File: config.mk
export PLATFORM = sky130hd
export DESIGN_NAME = mul_arb
export DESIGN_NICKNAME = d
export VERILOG_FILES = /design/src/rtl/mul_arb.sv
export SDC_FILE = /design/constraint.sdc
export NUM_CORES = 1
export LEC_CHECK = 0
export CAP_MARGIN = 20
export CORE_UTILIZATION = 30
export DETAILED_ROUTE_END_ITERATION = 12
export RECOVER_POWER = 50
export SLEW_MARGIN = 20
export SYNTH_ARGS = -nofsm -noshare
export SYNTH_HDL_FRONTEND = slang
export SYNTH_SLANG_ARGS = --single-unit
File: constraint.sdc
create_clock -name clock -period 8 [get_ports clock]
set_input_delay 1.6 -clock clock [delete_from_list [all_inputs] [get_ports clock]]
set_output_delay 1.6 -clock clock [all_outputs]
set_load 0.01 [all_outputs]
File: src/rtl/mul_arb.sv
// Two-producer round-robin front end for a single 8x8 unsigned multiplier,
// with four-phase handshakes on both the input side and the output side.
module mul_arb #(
  parameter int unsigned MUL_WAIT = 2
) (
  input  logic        clock,
  input  logic        reset,
  output logic        rfd_a,
  input  logic        dav_a_,
  input  logic [7:0]  xa,
  input  logic [7:0]  ya,
  output logic        rfd_b,
  input  logic        dav_b_,
  input  logic [7:0]  xb,
  input  logic [7:0]  yb,
  output logic [15:0] m,
  output logic        src,
  output logic        dav_out_,
  input  logic        rfd_out
);

  typedef enum logic [2:0] {IDLE, IN_ACK, SETTLE, OUT_REQ, OUT_ACK} state_t;

  localparam logic [3:0] WAIT_INIT = 4'(MUL_WAIT);

  state_t      state_q, state_d;
  logic        rfd_a_q, rfd_a_d;
  logic        rfd_b_q, rfd_b_d;
  logic [7:0]  x_q, x_d;
  logic [7:0]  y_q, y_d;
  logic        sel_q, sel_d;
  logic        last_q, last_d;
  logic [3:0]  cnt_q, cnt_d;
  logic [15:0] m_q, m_d;
  logic        src_q, src_d;
  logic        dav_out_q, dav_out_d;

  logic        pend_a, pend_b, grant_b, sel_dav;
  logic [15:0] product;

  assign pend_a  = ~dav_a_;
  assign pend_b  = ~dav_b_;
  // B wins when alone, or when both pend and A was served last.
  assign grant_b = pend_b & (~pend_a | ~last_q);
  assign sel_dav = sel_q ? dav_b_ : dav_a_;
  assign product = {8'h00, x_q} * {8'h00, y_q};

  always_ff @(posedge clock) begin
    if (reset) begin
      state_q   <= IDLE;
      rfd_a_q   <= 1'b1;
      rfd_b_q   <= 1'b1;
      x_q       <= '0;
      y_q       <= '0;
      sel_q     <= 1'b0;
      last_q    <= 1'b1;
      cnt_q     <= '0;
      m_q       <= '0;
      src_q     <= 1'b0;
      dav_out_q <= 1'b1;
    end else begin
      state_q   <= state_d;
      rfd_a_q   <= rfd_a_d;
      rfd_b_q   <= rfd_b_d;
      x_q       <= x_d;
      y_q       <= y_d;
      sel_q     <= sel_d;
      last_q    <= last_d;
      cnt_q     <= cnt_d;
      m_q       <= m_d;
      src_q     <= src_d;
      dav_out_q <= dav_out_d;
    end
  end

  always_comb begin
    state_d = state_q;
    case (state_q)
      IDLE:    if (pend_a || pend_b) state_d = IN_ACK;
      IN_ACK:  if (sel_dav)          state_d = SETTLE;
      SETTLE:  if (cnt_q <= 4'd1)    state_d = OUT_REQ;
      OUT_REQ: if (rfd_out)          state_d = OUT_ACK;
      OUT_ACK: if (!rfd_out)         state_d = IDLE;
      default:                       state_d = IDLE;
    endcase
  end

  always_comb begin
    rfd_a_d   = rfd_a_q;
    rfd_b_d   = rfd_b_q;
    x_d       = x_q;
    y_d       = y_q;
    sel_d     = sel_q;
    last_d    = last_q;
    cnt_d     = cnt_q;
    m_d       = m_q;
    src_d     = src_q;
    dav_out_d = dav_out_q;
    case (state_q)
      IDLE: begin
        if (pend_a || pend_b) begin
          sel_d  = grant_b;
          last_d = grant_b;
          x_d    = grant_b ? xb : xa;
          y_d    = grant_b ? yb : ya;
          if (grant_b) rfd_b_d = 1'b0;
          else         rfd_a_d = 1'b0;
        end
      end
      IN_ACK: begin
        if (sel_dav) begin
          if (sel_q) rfd_b_d = 1'b1;
          else       rfd_a_d = 1'b1;
          cnt_d = WAIT_INIT;
        end
      end
      SETTLE: begin
        cnt_d = cnt_q - 4'd1;
      end
      OUT_REQ: begin
        if (rfd_out) begin
          m_d       = product;
          src_d     = sel_q;
          dav_out_d = 1'b0;
        end
      end
      OUT_ACK: begin
        if (!rfd_out) dav_out_d = 1'b1;
      end
      default: ;
    endcase
  end

  assign rfd_a    = rfd_a_q;
  assign rfd_b    = rfd_b_q;
  assign m        = m_q;
  assign src      = src_q;
  assign dav_out_ = dav_out_q;

endmodule
==> results of run 1 <==
==> layer usage <==
layer	share of wire (%)	GRT usage, %
met1	46	16.98
met2	50	23.13
met3	3.0	2.568
met4	0.86	3.045
met5	0	0
==> synthesized netlist by cell type, types with 10 or more instances <==
master,instances
sky130_fd_sc_hd__nand2_1,39
sky130_fd_sc_hd__a21oi_1,27
sky130_fd_sc_hd__mux2i_1,18
sky130_fd_sc_hd__dfxtp_1,45
sky130_fd_sc_hd__buf_2,10
sky130_fd_sc_hd__ha_1,38
sky130_fd_sc_hd__a211oi_1,21
sky130_fd_sc_hd__o21ai_0,11
sky130_fd_sc_hd__nor2_1,35
sky130_fd_sc_hd__fa_1,36
sky130_fd_sc_hd__and2_1,52
sky130_fd_sc_hd__inv_1,51
==> critical path, delay by kind of cell, from the launching register on <==
kind                       cells  cell delay, ns
DFF                            1            0.47
and+or+nand+nor                2            0.71
adders and majority gates      5            2.40
buffers and inverters          2            0.09
AOI/OAI and AO/OA              3            0.68
==> through the flow <==
stage	total power, uW	worst slack (ns)	cell area, um2
after global placement	558.6	3.663	4742
after CTS	831.5	3.580	4930
after global routing	878.6	3.321	4928
after floorplan	482.9	3.877	4039
final	815.5	3.583	4928
after detailed placement	565.2	3.583	4750
==> worst min-delay path by stage <==
stage / endpoint / start / cells past startpoint / slack [ns]
after floorplan: m[7]$_SDFFE_PP0P_ / m[7]$_SDFFE_PP0P_ / 2 / 0.48
after global placement: src$_SDFFE_PP0P_ / src$_SDFFE_PP0P_ / 2 / 0.45
after detailed placement: m[0]$_SDFFE_PP0P_ / m[0]$_SDFFE_PP0P_ / 2 / 0.45
after CTS: m[0]$_SDFFE_PP0P_ / m[0]$_SDFFE_PP0P_ / 2 / 0.46
after global routing: m[7]$_SDFFE_PP0P_ / m[7]$_SDFFE_PP0P_ / 2 / 0.47
final: m[7]$_SDFFE_PP0P_ / m[7]$_SDFFE_PP0P_ / 2 / 0.46
==> cell families after synthesis <==
group,Yosys count
multiplexers,18
buffers and inverters,69
AO/OA/AOI/OAI,87
AND/OR/NAND/NOR,165
adder cells (fa/ha/maj),74
flip-flops,45
XOR/XNOR,3
==> sequential cells by signal (all words and copies together) (netlist names) <==
name      cells
m            16
x_q           8
y_q           8
cnt_q         4
state_q       3
dav_out_      1
last_q        1
rfd_a         1
rfd_b         1
sel_q         1
src           1
==> final cells by class <==
cell class              instances  share of cell area [%]
clock buffers                   6                   2.818
clock inverters                 2                  0.8378
inverters                      51                   3.884
multi-input cells             347                   58.16
flip-flops and latches         45                   18.28
well taps                     176                   4.468
repair buffers                 58                   11.55
==> cells in the final DEF (no fill, tap or decap), drive strengths merged, types with 2 or more instances in the layout <==
| cell | synthesis | layout |
|---|---|---|
| nand4 | 2 | 2 |
| inv | 51 | 52 |
| ha | 38 | 38 |
| xnor2 | 2 | 2 |
| nor4 | 2 | 2 |
| o211ai | 2 | 2 |
| clkbuf | 5 | 7 |
| o21ai | 11 | 11 |
| nor2b | 2 | 2 |
| and2 | 52 | 52 |
| nand3 | 3 | 3 |
| o21a | 2 | 2 |
| a41oi | 2 | 2 |
| fa | 36 | 36 |
| a221o | 2 | 2 |
| nor3 | 10 | 10 |
| dfxtp | 45 | 45 |
| a21o | 3 | 3 |
| nor2 | 35 | 35 |
| and3 | 4 | 4 |
| dlygate4sd3 | 0 | 20 |
| clkdlybuf4s50 | 0 | 35 |
| a21oi | 27 | 27 |
| buf | 13 | 2 |
| a211oi | 21 | 21 |
| mux2i | 18 | 18 |
| o21bai | 4 | 4 |
| a311o | 2 | 2 |
| nand2 | 39 | 39 |
| or3b | 2 | 2 |
| nor3b | 6 | 6 |
| o31ai | 2 | 2 |
==> power by group through the flow <==
stage,Clock (uW),Sequential [uW],Combinational (uW)
5_1_grt,278,287,314
3_3_place_gp,0,284,275
3_5_place_dp,0,286,279
4_1_cts,269,281,282
6_report,261,280,274
2_1_floorplan,0,272,211
==> impl_results.rst, run 1 <==
.. list-table::
   :header-rows: 1

   * - Metric
     - Value
   * - Setup slack of the worst register-to-register path
     - 3.58 ns
   * - Number of synthesized flops with an enable pin
     - 0
   * - Initial DRC count
     - 119
   * - Count of inserted antenna diode cells
     - 0
   * - Setup repair after global routing missed its margin
     - no
   * - Gates resized, CTS repair
     - 0
   * - Root Buffer
     - sky130_fd_sc_hd__clkbuf_16
   * - Worst slew margin relative to its limit
     - -37.45%
   * - Master of the slowest instance on the critical path
     - sky130_fd_sc_hd__fa_1
   * - Portion of total power attributed to combinational logic
     - 33.6%
   * - Area growth, synth to finish
     - 22.03%
   * - Final hold violations
     - 0
   * - Maximum vdd drop
     - 0.08585 mV
   * - Top_reg_cell synth
     - sky130_fd_sc_hd__dfxtp_1
   * - Fraction of power consumed by the clock network
     - 32.0%
   * - Total core area
     - 0.01319 mm2
   * - Endpoint of the lowest-slack register-to-register path
     - m[15]$_SDFFE_PP0P_
   * - Starting density of the core
     - 30.62%
   * - First-pass iteration count of the detailed router
     - 4
   * - Setup violators final
     - 0
   * - Final standard cell count with taps included and fillers excluded
     - 685
   * - Cell type with the highest aggregate area in the netlist
     - sky130_fd_sc_hd__dfxtp_1
   * - Maximum fanout along the worst path
     - 9
   * - Final slew viol count
     - 49
   * - Critical path class
     - flip-flop to flip-flop
   * - Worst path required time
     - 8.23 ns
   * - Clock buffer depth
     - 2
   * - Site row count
     - 42
   * - Transition time at the pin with the least slew margin
     - 2.062 ns
   * - Sink Count
     - 45
   * - Crit path capture
     - m[15]$_SDFFE_PP0P_
   * - Startpoint Class
     - flip-flop
   * - Minimum hold slack
     - 0.4571 ns
   * - Cell total after placement
     - 677
   * - Hold buffer count at cts
     - 0
   * - Syn Inst Count
     - 461
   * - Maximum capacitance violations
     - 1
   * - Fraction of registers with async set/reset
     - 0%
   * - Fin nets
     - 619
   * - Vias in the first global route
     - 3207
   * - Post-Syn Area per Cell
     - 8.761 um2
   * - Share of the core filled with cells
     - 37.36%
   * - Reg area
     - 900.9 um2
   * - Area fraction of the dominant cell type after synthesis
     - 22.30%
   * - Delay of the slowest cell on the worst path
     - 0.55 ns
   * - Arrival time of the worst setup path
     - 4.64 ns
   * - Logic depth of the worst register-to-register path
     - 12
   * - Reported leakage power
     - 0.002241 uW
   * - Combinational family with the most area after synthesis
     - adder cells
   * - Launch point of the worst reg-to-reg path
     - x_q[3]$_SDFFE_PP0P_
   * - Number of antenna violations at the first check in global routing
     - 0
   * - Maximum number of pins on one net before global-route repair
     - 49
   * - Fraction of synthesized area in multiplexers
     - 4.461%
   * - Residual DRC count
     - 0
   * - Routed via count
     - 3309
   * - Cell internal power dissipation
     - 529.5 uW
   * - Net switching power of the design
     - 286.0 uW
   * - Filler Cells Inserted
     - 1300
   * - Placer congestion estimate
     - 0.8277
   * - Cell types with the largest area share after synthesis
     - sky130_fd_sc_hd__dfxtp_1 22%, sky130_fd_sc_hd__fa_1 18%, sky130_fd_sc_hd__ha_1 12%
   * - Area of the die
     - 0.01393 mm2
   * - Number of buffers inserted during clock tree synthesis
     - 5
   * - Path category of the worst min-delay check
     - flip-flop to flip-flop
   * - Proportion of synthesized chip area in sequential cells
     - 22.30%
   * - Adder and majority cell fraction of the synthesized area
     - 29.62%
   * - Status
     - complete, but fails checks
   * - GRT overflow
     - 0
   * - HPWL after DPL
     - 7.204 mm
   * - Clock latency of the later-clocked register in the worst-skew pair
     - 0.29 ns
   * - Number of H-tree levels
     - 2
   * - Areal power density over the cells
     - 165.5 mW/mm2
   * - Number of buffers inserted by post-CTS setup repair
     - 0
   * - CTS tree
     - yes
   * - Failing checks
     - max-capacitance violations, max-slew violations
   * - Simple-gate portion of the synthesized area
     - 21.38%
   * - Critical path's most frequent cell
     - sky130_fd_sc_hd__fa_1
   * - Worst clock skew
     - 0.008585 ns
   * - Combined global-route utilization of all metal layers
     - 13.33%
   * - Area of the multi-input gates
     - 0.002867 mm2
   * - Post-Syn Area
     - 0.004039 mm2
   * - Total negative slack
     - 0 ns
   * - Wire length per cell
     - 13.17 um
   * - Routed Wire Length
     - 9.022 mm
   * - Part of the cycle the worst path needs
     - 55.21%
   * - Crit. End Element
     - flip-flop
   * - # port buffers
     - 56
   * - Global-route wire length before repair
     - 15.12 mm
   * - Sequential group share of total power
     - 34.4%
   * - Number of primary I/O pins
     - 57
   * - Sw Share
     - 35.07%
   * - Post-layout minimum cycle time
     - 4.417 ns
   * - Launch point of the critical path
     - x_q[3]$_SDFFE_PP0P_
   * - Reg clk slew, reported paths
     - 0.07 ns
   * - Ratio of routed vias to standard cells
     - 4.831
   * - Syn_nets
     - 572
   * - Maximum frequency from static timing analysis
     - 226.4 MHz
   * - Die Span Y
     - 118.0 um
   * - List of cells traversed by the critical path
     - and2_1 -> fa_1 -> fa_1 -> fa_1 -> inv_1 -> fa_1 -> inv_1 -> ha_1 -> a21oi_1 -> a211oi_1 -> or4_1 -> a31oi_1
   * - Yosys cell types
     - 55
   * - Synthesized-area fraction occupied by xor and xnor cells
     - 0.6506%
   * - Die Wd
     - 118.0 um
   * - Share of the synthesized area in compound gates (AO/OA/AOI/OAI)
     - 14.78%
   * - Number of nets still failing antenna checks after routing
     - 0
   * - Flop and latch count out of synthesis
     - 45
   * - Share of final-layout standard cells stronger than drive strength 1
     - 3.340%
   * - Count of warnings emitted by yosys
     - 0
Note: power is estimated with default switching activity, not from simulation.
==> run 2, diff against run 1 <==
==> constraint.sdc (replaced) <==
create_clock -name clock -period 3.8 [get_ports clock]
set_input_delay 0.76 -clock clock [delete_from_list [all_inputs] [get_ports clock]]
set_output_delay 0.76 -clock clock [all_outputs]
set_load 0.01 [all_outputs]
==> impl_results.rst, run 2 (synthesis gave the netlist of run 1 again) <==
.. list-table::
   :header-rows: 1

   * - Metric
     - Value
   * - Setup slack of the worst register-to-register path
     - -0.15 ns (was 3.58 ns)
   * - Share of final-layout standard cells stronger than drive strength 1
     - 20.50% (was 3.340%)
   * - Number of cells on the worst hold path
     - 2 (unchanged)
   * - Net switching power of the design
     - 651.3 uW (was 286.0 uW)
   * - Sw Share
     - 35.17% (was 35.07%)
   * - Placer congestion estimate
     - 0.8423 (was 0.8277)
   * - Part of the cycle the worst path needs
     - 103.9% (was 55.21%)
   * - Root Buffer
     - sky130_fd_sc_hd__clkbuf_16 (unchanged)
   * - Final worst slack
     - -0.1486 ns (was 3.583 ns)
   * - Worst path required time
     - 4.03 ns (was 8.23 ns)
   * - Worst slew margin relative to its limit
     - 39.81% (was -37.45%)
   * - Reg area
     - 942.2 um2 (was 900.9 um2)
   * - Fraction of power consumed by the clock network
     - 23.1% (was 32.0%)
   * - # port buffers
     - 56 (unchanged)
   * - Maximum frequency from static timing analysis
     - 253.3 MHz (was 226.4 MHz)
   * - Wire length per cell
     - 13.07 um (was 13.17 um)
   * - Worst clock skew
     - 0.006115 ns (was 0.008585 ns)
   * - HPWL after DPL
     - 7.752 mm (was 7.204 mm)
   * - Launch point of the worst reg-to-reg path
     - x_q[4]$_SDFFE_PP0P_ (was x_q[3]$_SDFFE_PP0P_)
   * - Hold EP
     - m[9]$_SDFFE_PP0P_ (was m[7]$_SDFFE_PP0P_)
   * - Area growth, synth to finish
     - 36.00% (was 22.03%)
   * - Global-route wire length before repair
     - 16.45 mm (was 15.12 mm)
   * - Area of the die
     - 0.01393 mm2 (unchanged)
   * - Cell total after placement
     - 718 (was 677)
   * - Maximum number of pins on one net before global-route repair
     - 49 (unchanged)
   * - Routed via count
     - 3491 (was 3309)
   * - Portion of total power attributed to combinational logic
     - 45.2% (was 33.6%)
   * - Status
     - complete, but fails checks (unchanged)
   * - Setup violators final
     - 4 (was 0)
   * - Launch point of the critical path
     - x_q[4]$_SDFFE_PP0P_ (was x_q[3]$_SDFFE_PP0P_)
   * - Number of primary I/O pins
     - 57 (unchanged)
   * - Initial DRC count
     - 98 (was 119)
   * - Maximum vdd drop
     - 0.1743 mV (was 0.08585 mV)
   * - Placement-stage cell area
     - 0.005167 mm2 (was 0.004750 mm2)
   * - Sequential group share of total power
     - 31.7% (was 34.4%)
   * - Worst hold path startpoint
     - m[9]$_SDFFE_PP0P_ (was m[7]$_SDFFE_PP0P_)
   * - Post-layout minimum cycle time
     - 3.949 ns (was 4.417 ns)
   * - Number of buffers inserted during clock tree synthesis
     - 5 (unchanged)
   * - GRT overflow
     - 0 (unchanged)
   * - Area of the multi-input gates
     - 0.003064 mm2 (was 0.002867 mm2)
   * - Clock buffer depth
     - 2 (unchanged)
   * - Most common cell after layout, fill and taps aside
     - sky130_fd_sc_hd__clkdlybuf4s50_1 (was sky130_fd_sc_hd__and2_1)
   * - Fin nets
     - 666 (was 619)
   * - Maximum fanout along the worst path
     - 5 (was 9)
   * - Post-route cell area
     - 0.005493 mm2 (was 0.004928 mm2)
   * - Reported leakage power
     - 0.002415 uW (was 0.002241 uW)
   * - Final standard cell count with taps included and fillers excluded
     - 732 (was 685)
   * - Total core area
     - 0.01319 mm2 (unchanged)
   * - Startpoint Class
     - flip-flop (unchanged)
   * - Number of H-tree levels
     - 2 (unchanged)
   * - Arrival time of the worst setup path
     - 4.17 ns (was 4.64 ns)
   * - Logic depth of the worst register-to-register path
     - 14 (was 12)
   * - CTS tree
     - yes (unchanged)
   * - Clock latency of the later-clocked register in the worst-skew pair
     - 0.29 ns (about the same)
   * - Areal power density over the cells
     - 337.1 mW/mm2 (was 165.5 mW/mm2)
   * - Final hold violations
     - 0 (unchanged)
   * - Failing checks
     - negative setup slack (was max-capacitance violations, max-slew violations)
   * - Maximum capacitance violations
     - 0 (was 1)
   * - Number of antenna violations at the first check in global routing
     - 0 (unchanged)
   * - Transition time at the pin with the least slew margin
     - 0.9028 ns (was 2.062 ns)
   * - Critical path class
     - flip-flop to flip-flop (unchanged)
   * - Endpoint of the lowest-slack register-to-register path
     - m[15]$_SDFFE_PP0P_ (unchanged)
   * - Path category of the worst min-delay check
     - flip-flop to flip-flop (unchanged)
   * - Number of nets still failing antenna checks after routing
     - 0 (unchanged)
   * - Cell internal power dissipation
     - 1200 uW (was 529.5 uW)
   * - Site row count
     - 42 (unchanged)
   * - Count of inserted antenna diode cells
     - 0 (unchanged)
   * - First-pass iteration count of the detailed router
     - 4 (unchanged)
   * - Die Wd
     - 118.0 um (unchanged)
   * - Crit. End Element
     - flip-flop (unchanged)
   * - Setup repair after global routing missed its margin
     - yes (was no)
   * - Ratio of routed vias to standard cells
     - 4.769 (was 4.831)
   * - Die Span Y
     - 118.0 um (unchanged)
   * - Sink Count
     - 45 (unchanged)
   * - Filler Cells Inserted
     - 1306 (was 1300)
   * - Number of flip-flops in the largest register
     - 16 (unchanged)
   * - Final slew viol count
     - 0 (was 49)
   * - Highest-count cells in the layout ignoring fill and taps
     - 55 x sky130_fd_sc_hd__clkdlybuf4s50_1, 47 x sky130_fd_sc_hd__inv_1, 46 x sky130_fd_sc_hd__buf_4 (was 52 x sky130_fd_sc_hd__and2_1, 51 x sky130_fd_sc_hd__inv_1, 45 x sky130_fd_sc_hd__dfxtp_1)
   * - Residual DRC count
     - 0 (unchanged)
   * - Vias in the first global route
     - 3597 (was 3207)
   * - Routed Wire Length
     - 9.570 mm (was 9.022 mm)
   * - Combined global-route utilization of all metal layers
     - 14.45% (was 13.33%)
   * - Reg clk slew, reported paths
     - 0.06 ns (was 0.07 ns)
   * - Starting density of the core
     - 30.62% (unchanged)
## run 2: stage by stage
step / power, uW / utilization, % / hold slack (ns) / TNS [ns] / setup WS [ns]
after global placement: 1359 / 39.18 / 0.4493 / -0.4499 / -0.09859
after global routing: 1998 / 41.64 / 0.4802 / -1.096 / -0.2494
final: 1852 / 41.64 / 0.4577 / -0.3604 / -0.1486
after floorplan: 1070 / - / 0.4761 / -0.0007128 / -0.0007128
after CTS: 1833 / 40.92 / 0.4580 / -0.3609 / -0.1148
after detailed placement: 1375 / 39.18 / 0.4488 / -0.7784 / -0.1518
## run 2: worst max path at each step
| stage | end | slack, ns | cells past startpoint |
|---|---|---|---|
| final | m[15]$_SDFFE_PP0P_ | -0.15 | 14 |
| after global routing | m[15]$_SDFFE_PP0P_ | -0.25 | 14 |
| after CTS | m[14]$_SDFFE_PP0P_ | -0.11 | 14 |
| after detailed placement | m[15]$_SDFFE_PP0P_ | -0.15 | 14 |
| after global placement | m[14]$_SDFFE_PP0P_ | -0.1 | 13 |
| after floorplan | m[11]$_SDFFE_PP0P_ | -0.0007 | 13 |
## run 2: power by group through the flow
stage	registers, uW	clock network (uW)	logic [uW]
finish	586	429	837
global route	596	458	944
CTS	587	442	804
detailed placement	595	0	780
global placement	592	0	767
floorplan	578	0	492
## run 2: area by class of cell
cell class | count | share of cell area [%]
Timing Repair Buffer | 105 | 17.02
Inverter | 51 | 3.485
Clock buffer | 7 | 2.415
Clock inverter | 1 | 0.1367
Tap cell | 176 | 4.009
Sequential cell | 45 | 17.15
Multi-Input combinational cell | 347 | 55.79
## run 2: per-layer routing
layer / up-vias / track usage, % / share of wire, %
li1: 1749 / - / -
met1: 1666 / 16.56 / 44
met2: 60 / 27.17 / 51
met3: 16 / 2.471 / 3.0
met4: 0 / 4.087 / 1.7
met5: - / 0 / 0
## run 2: worst max-delay path: stages (launching register included)
cell	delay, ns
sky130_fd_sc_hd__dfxtp_4	0.36
sky130_fd_sc_hd__buf_4	0.14
sky130_fd_sc_hd__and2_1	0.16
sky130_fd_sc_hd__fa_2	0.36
sky130_fd_sc_hd__fa_1	0.51
sky130_fd_sc_hd__fa_1	0.50
sky130_fd_sc_hd__inv_1	0.05
sky130_fd_sc_hd__fa_1	0.49
sky130_fd_sc_hd__inv_2	0.05
sky130_fd_sc_hd__ha_4	0.24
sky130_fd_sc_hd__o211a_1	0.15
sky130_fd_sc_hd__o31ai_4	0.10
sky130_fd_sc_hd__a211oi_2	0.14
sky130_fd_sc_hd__or4_1	0.50
sky130_fd_sc_hd__a31oi_1	0.13
## run 2: what timing repair did
item / in CTS / in global routing
buffers inserted: 1 / 7
setup endpoints to repair: 8 / 9
hold buffers: 0 / 0
gates resized for setup: 24 / 18
pin swaps: 14 / 17
==> run 3, diff against run 2 <==
--- a/config.mk
+++ b/config.mk
@@ -8,6 +8,7 @@
 export CAP_MARGIN = 20
 export CORE_UTILIZATION = 30
 export DETAILED_ROUTE_END_ITERATION = 12
+export MAX_ROUTING_LAYER = met4
 export RECOVER_POWER = 50
 export SLEW_MARGIN = 20
 export SYNTH_ARGS = -nofsm -noshare
==> impl_results.rst, run 3 (synthesis gave the netlist of run 1 again) <==
.. list-table::
   :header-rows: 1

   * - Metric
     - Value
   * - Status
     - complete, but fails checks (unchanged)
   * - Failing checks
     - negative setup slack (unchanged)
   * - Maximum frequency from static timing analysis
     - 255.0 MHz (was 253.3 MHz)
   * - Share of final-layout standard cells stronger than drive strength 1
     - 19.64% (was 20.50%)
   * - Number of buffers inserted during clock tree synthesis
     - 5 (unchanged)
   * - Maximum vdd drop
     - 0.2259 mV (was 0.1743 mV)
   * - HPWL after DPL
     - 7.696 mm (was 7.752 mm)
   * - Worst slew margin relative to its limit
     - 21.57% (was 39.81%)
   * - # port buffers
     - 56 (unchanged)
   * - Root Buffer
     - sky130_fd_sc_hd__clkbuf_16 (unchanged)
   * - Setup repair after global routing missed its margin
     - yes (unchanged)
   * - Number of nets still failing antenna checks after routing
     - 0 (unchanged)
   * - Path category of the worst min-delay check
     - flip-flop to flip-flop (unchanged)
   * - GRT overflow
     - 0 (unchanged)
   * - Vias in the first global route
     - 3646 (was 3597)
   * - Master of the slowest instance on the critical path
     - sky130_fd_sc_hd__fa_1 (unchanged)
   * - Final worst slack
     - -0.1212 ns (was -0.1486 ns)
   * - First-pass iteration count of the detailed router
     - 4 (unchanged)
   * - Starting density of the core
     - 30.62% (unchanged)
   * - Reg clk slew, reported paths
     - 0.06 ns (about the same)
   * - Final slew viol count
     - 0 (unchanged)
   * - Critical path's most frequent cell
     - sky130_fd_sc_hd__fa_1 (unchanged)
   * - Residual DRC count
     - 0 (unchanged)
   * - Sw Share
     - 34.27% (was 35.17%)
   * - Kind of cell adding the most delay to the critical path
     - adder cells (unchanged)
   * - Filler Cells Inserted
     - 1300 (was 1306)
   * - Routed Wire Length
     - 9.472 mm (was 9.570 mm)
   * - Site row count
     - 42 (unchanged)
   * - Die Span Y
     - 118.0 um (unchanged)
   * - Worst path required time
     - 4.04 ns (was 4.03 ns)
   * - CTS tree
     - yes (unchanged)
   * - Count of inserted antenna diode cells
     - 0 (unchanged)
   * - Maximum fanout along the worst path
     - 8 (was 5)
   * - Areal power density over the cells
     - 346.3 mW/mm2 (was 337.1 mW/mm2)
   * - Part of the cycle the worst path needs
     - 103.2% (was 103.9%)
   * - Post-layout minimum cycle time
     - 3.921 ns (was 3.949 ns)
   * - Post-route cell area
     - 0.005498 mm2 (was 0.005493 mm2)
   * - Sequential group share of total power
     - 30.9% (was 31.7%)
   * - Sink Count
     - 45 (unchanged)
   * - Maximum capacitance violations
     - 0 (unchanged)
   * - List of cells traversed by the critical path
     - and2_4 -> fa_1 -> fa_1 -> fa_1 -> inv_2 -> fa_1 -> inv_2 -> ha_4 -> o211a_1 -> o31ai_4 -> a21o_2 -> a2111oi_4 -> a311o_1 (was buf_4 -> and2_1 -> fa_2 -> fa_1 -> fa_1 -> inv_1 -> fa_1 -> inv_2 -> ha_4 -> o211a_1 -> o31ai_4 -> a211oi_2 -> or4_1 -> a31oi_1)
   * - Crit. End Element
     - flip-flop (unchanged)
   * - Placement-stage cell area
     - 0.005190 mm2 (was 0.005167 mm2)
   * - Clock latency of the later-clocked register in the worst-skew pair
     - 0.29 ns (about the same)
   * - Hold buffer count at cts
     - 0 (unchanged)
   * - Area of the die
     - 0.01393 mm2 (unchanged)
   * - Number of flip-flops in the largest register
     - 16 (unchanged)
   * - Die Wd
     - 118.0 um (unchanged)
   * - Number of H-tree levels
     - 2 (unchanged)
   * - Number of antenna violations at the first check in global routing
     - 0 (unchanged)
   * - Total buffers and inverters traversed by the critical path
     - 2 (was 3)
   * - Global-route wire length before repair
     - 16.45 mm (unchanged)
   * - Combined global-route utilization of all metal layers
     - 14.82% (was 14.45%)
   * - Wire length per cell
     - 12.96 um (was 13.07 um)
   * - Clock buffer depth
     - 2 (unchanged)
   * - Transition time at the pin with the least slew margin
     - 1.177 ns (was 0.9028 ns)
   * - Fin nets
     - 665 (was 666)
   * - Final hold violations
     - 0 (unchanged)
   * - Worst clock skew
     - 0.007380 ns (was 0.006115 ns)
   * - Net switching power of the design
     - 652.5 uW (was 651.3 uW)
   * - Routed via count
     - 3460 (was 3491)
   * - Maximum number of pins on one net before global-route repair
     - 49 (unchanged)
   * - Cell internal power dissipation
     - 1251 uW (was 1200 uW)
   * - Startpoint Class
     - flip-flop (unchanged)
   * - Area growth, synth to finish
     - 36.12% (was 36.00%)
   * - Placer congestion estimate
     - 0.8390 (was 0.8423)
   * - Ratio of routed vias to standard cells
     - 4.733 (was 4.769)
   * - Initial DRC count
     - 88 (was 98)
   * - Total core area
     - 0.01319 mm2 (unchanged)
   * - Delay of the slowest cell on the worst path
     - 0.55 ns (was 0.51 ns)
   * - Minimum hold slack
     - 0.4532 ns (was 0.4577 ns)
   * - Portion of total power attributed to combinational logic
     - 43.5% (was 45.2%)
   * - Highest-count cells in the layout ignoring fill and taps
     - 47 x sky130_fd_sc_hd__buf_4, 46 x sky130_fd_sc_hd__inv_1, 45 x sky130_fd_sc_hd__and2_1 (was 55 x sky130_fd_sc_hd__clkdlybuf4s50_1, 47 x sky130_fd_sc_hd__inv_1, 46 x sky130_fd_sc_hd__buf_4)
   * - Fraction of power consumed by the clock network
     - 25.6% (was 23.1%)
   * - Critical path class
     - flip-flop to flip-flop (unchanged)
   * - Arrival time of the worst setup path
     - 4.16 ns (was 4.17 ns)
   * - Most common cell after layout, fill and taps aside
     - sky130_fd_sc_hd__buf_4 (was sky130_fd_sc_hd__clkdlybuf4s50_1)
   * - Reported leakage power
     - 0.002461 uW (was 0.002415 uW)
   * - Setup violators final
     - 5 (was 4)
   * - Number of primary I/O pins
     - 57 (unchanged)
run 3: cell count changes in the layout (fill, tap and decap cells not counted), moves of 2 or more:
cell,previous run,this run
sky130_fd_sc_hd__a21oi_2,6,2
sky130_fd_sc_hd__buf_6,3,0
sky130_fd_sc_hd__ha_4,5,7
sky130_fd_sc_hd__ha_1,32,30
sky130_fd_sc_hd__a21oi_1,20,23
sky130_fd_sc_hd__nand2_1,36,38
sky130_fd_sc_hd__nand2_2,3,1
sky130_fd_sc_hd__clkdlybuf4s50_1,55,33
sky130_fd_sc_hd__dlygate4sd3_1,0,22
run 3: tightest hold or removal path, delay by kind of cell (launching register included):
| family | cells | cell delay [ns] |
|---|---|---|
| flip-flops | 1 | 0.31 |
| AND/OR/NAND/NOR | 1 | 0.05 |
| AO/OA/AOI/OAI | 1 | 0.05 |
run 3: worst paths after layout:
kind / startpoint / end / slack (ns) / cells past startpoint
worst max-delay path: x_q[3]$_SDFFE_PP0P_ / m[11]$_SDFFE_PP0P_ / -0.12 / 13
worst min-delay path: m[3]$_SDFFE_PP0P_ / m[3]$_SDFFE_PP0P_ / 0.45 / 2
worst max register to register: x_q[3]$_SDFFE_PP0P_ / m[11]$_SDFFE_PP0P_ / -0.12 / 13
worst min register to register: m[3]$_SDFFE_PP0P_ / m[3]$_SDFFE_PP0P_ / 0.45 / 2
run 3: per-layer routing:
layer  track usage, %  part of all wire, %  vias to the layer above
met4            4.087                  1.6                        0
met1            16.74                   44                     1628
met3            2.132                  3.3                       15
met2            27.06                   51                       66
li1                 -                    -                     1751
met5                -                    0                        -
run 3: timing repair:
action / CTS / global route
endpoints found under the setup margin: 8 / 9
gates resized for setup: 16 / 16
buffers inserted: 1 / 1
pin swaps: 10 / 8
run 3: power groups by stage:
stage,Sequential (uW),Clock [uW],Combinational (uW)
finish,589,488,828
global route,597,515,941
CTS,588,499,805
detailed placement,597,0,787
global placement,594,0,773
floorplan,578,0,492
run 3: per-stage QoR:
stage / std cells / total power, uW / setup slack [ns] / util, % / TNS [ns]
2_1_floorplan: 461 / 1070 / -0.0007128 / - / -0.0007128
3_3_place_gp: 721 / 1368 / -0.1042 / 39.35 / -0.4915
3_5_place_dp: 721 / 1384 / -0.1602 / 39.35 / -0.8309
4_1_cts: 730 / 1892 / -0.1211 / 41.08 / -0.4574
5_1_grt: 731 / 2053 / -0.2806 / 41.68 / -1.464
6_report: 731 / 1904 / -0.1212 / 41.68 / -0.4958
run 3: layout make-up:
cell class	count	area, um2	share of cell area (%)
multi-input cells	347	3067	55.78
well taps	176	220.2	4.005
clock buffers	8	167.7	3.050
inverters	51	191.4	3.482
flip-flops and latches	45	939.7	17.09
repair buffers	104	912.1	16.59
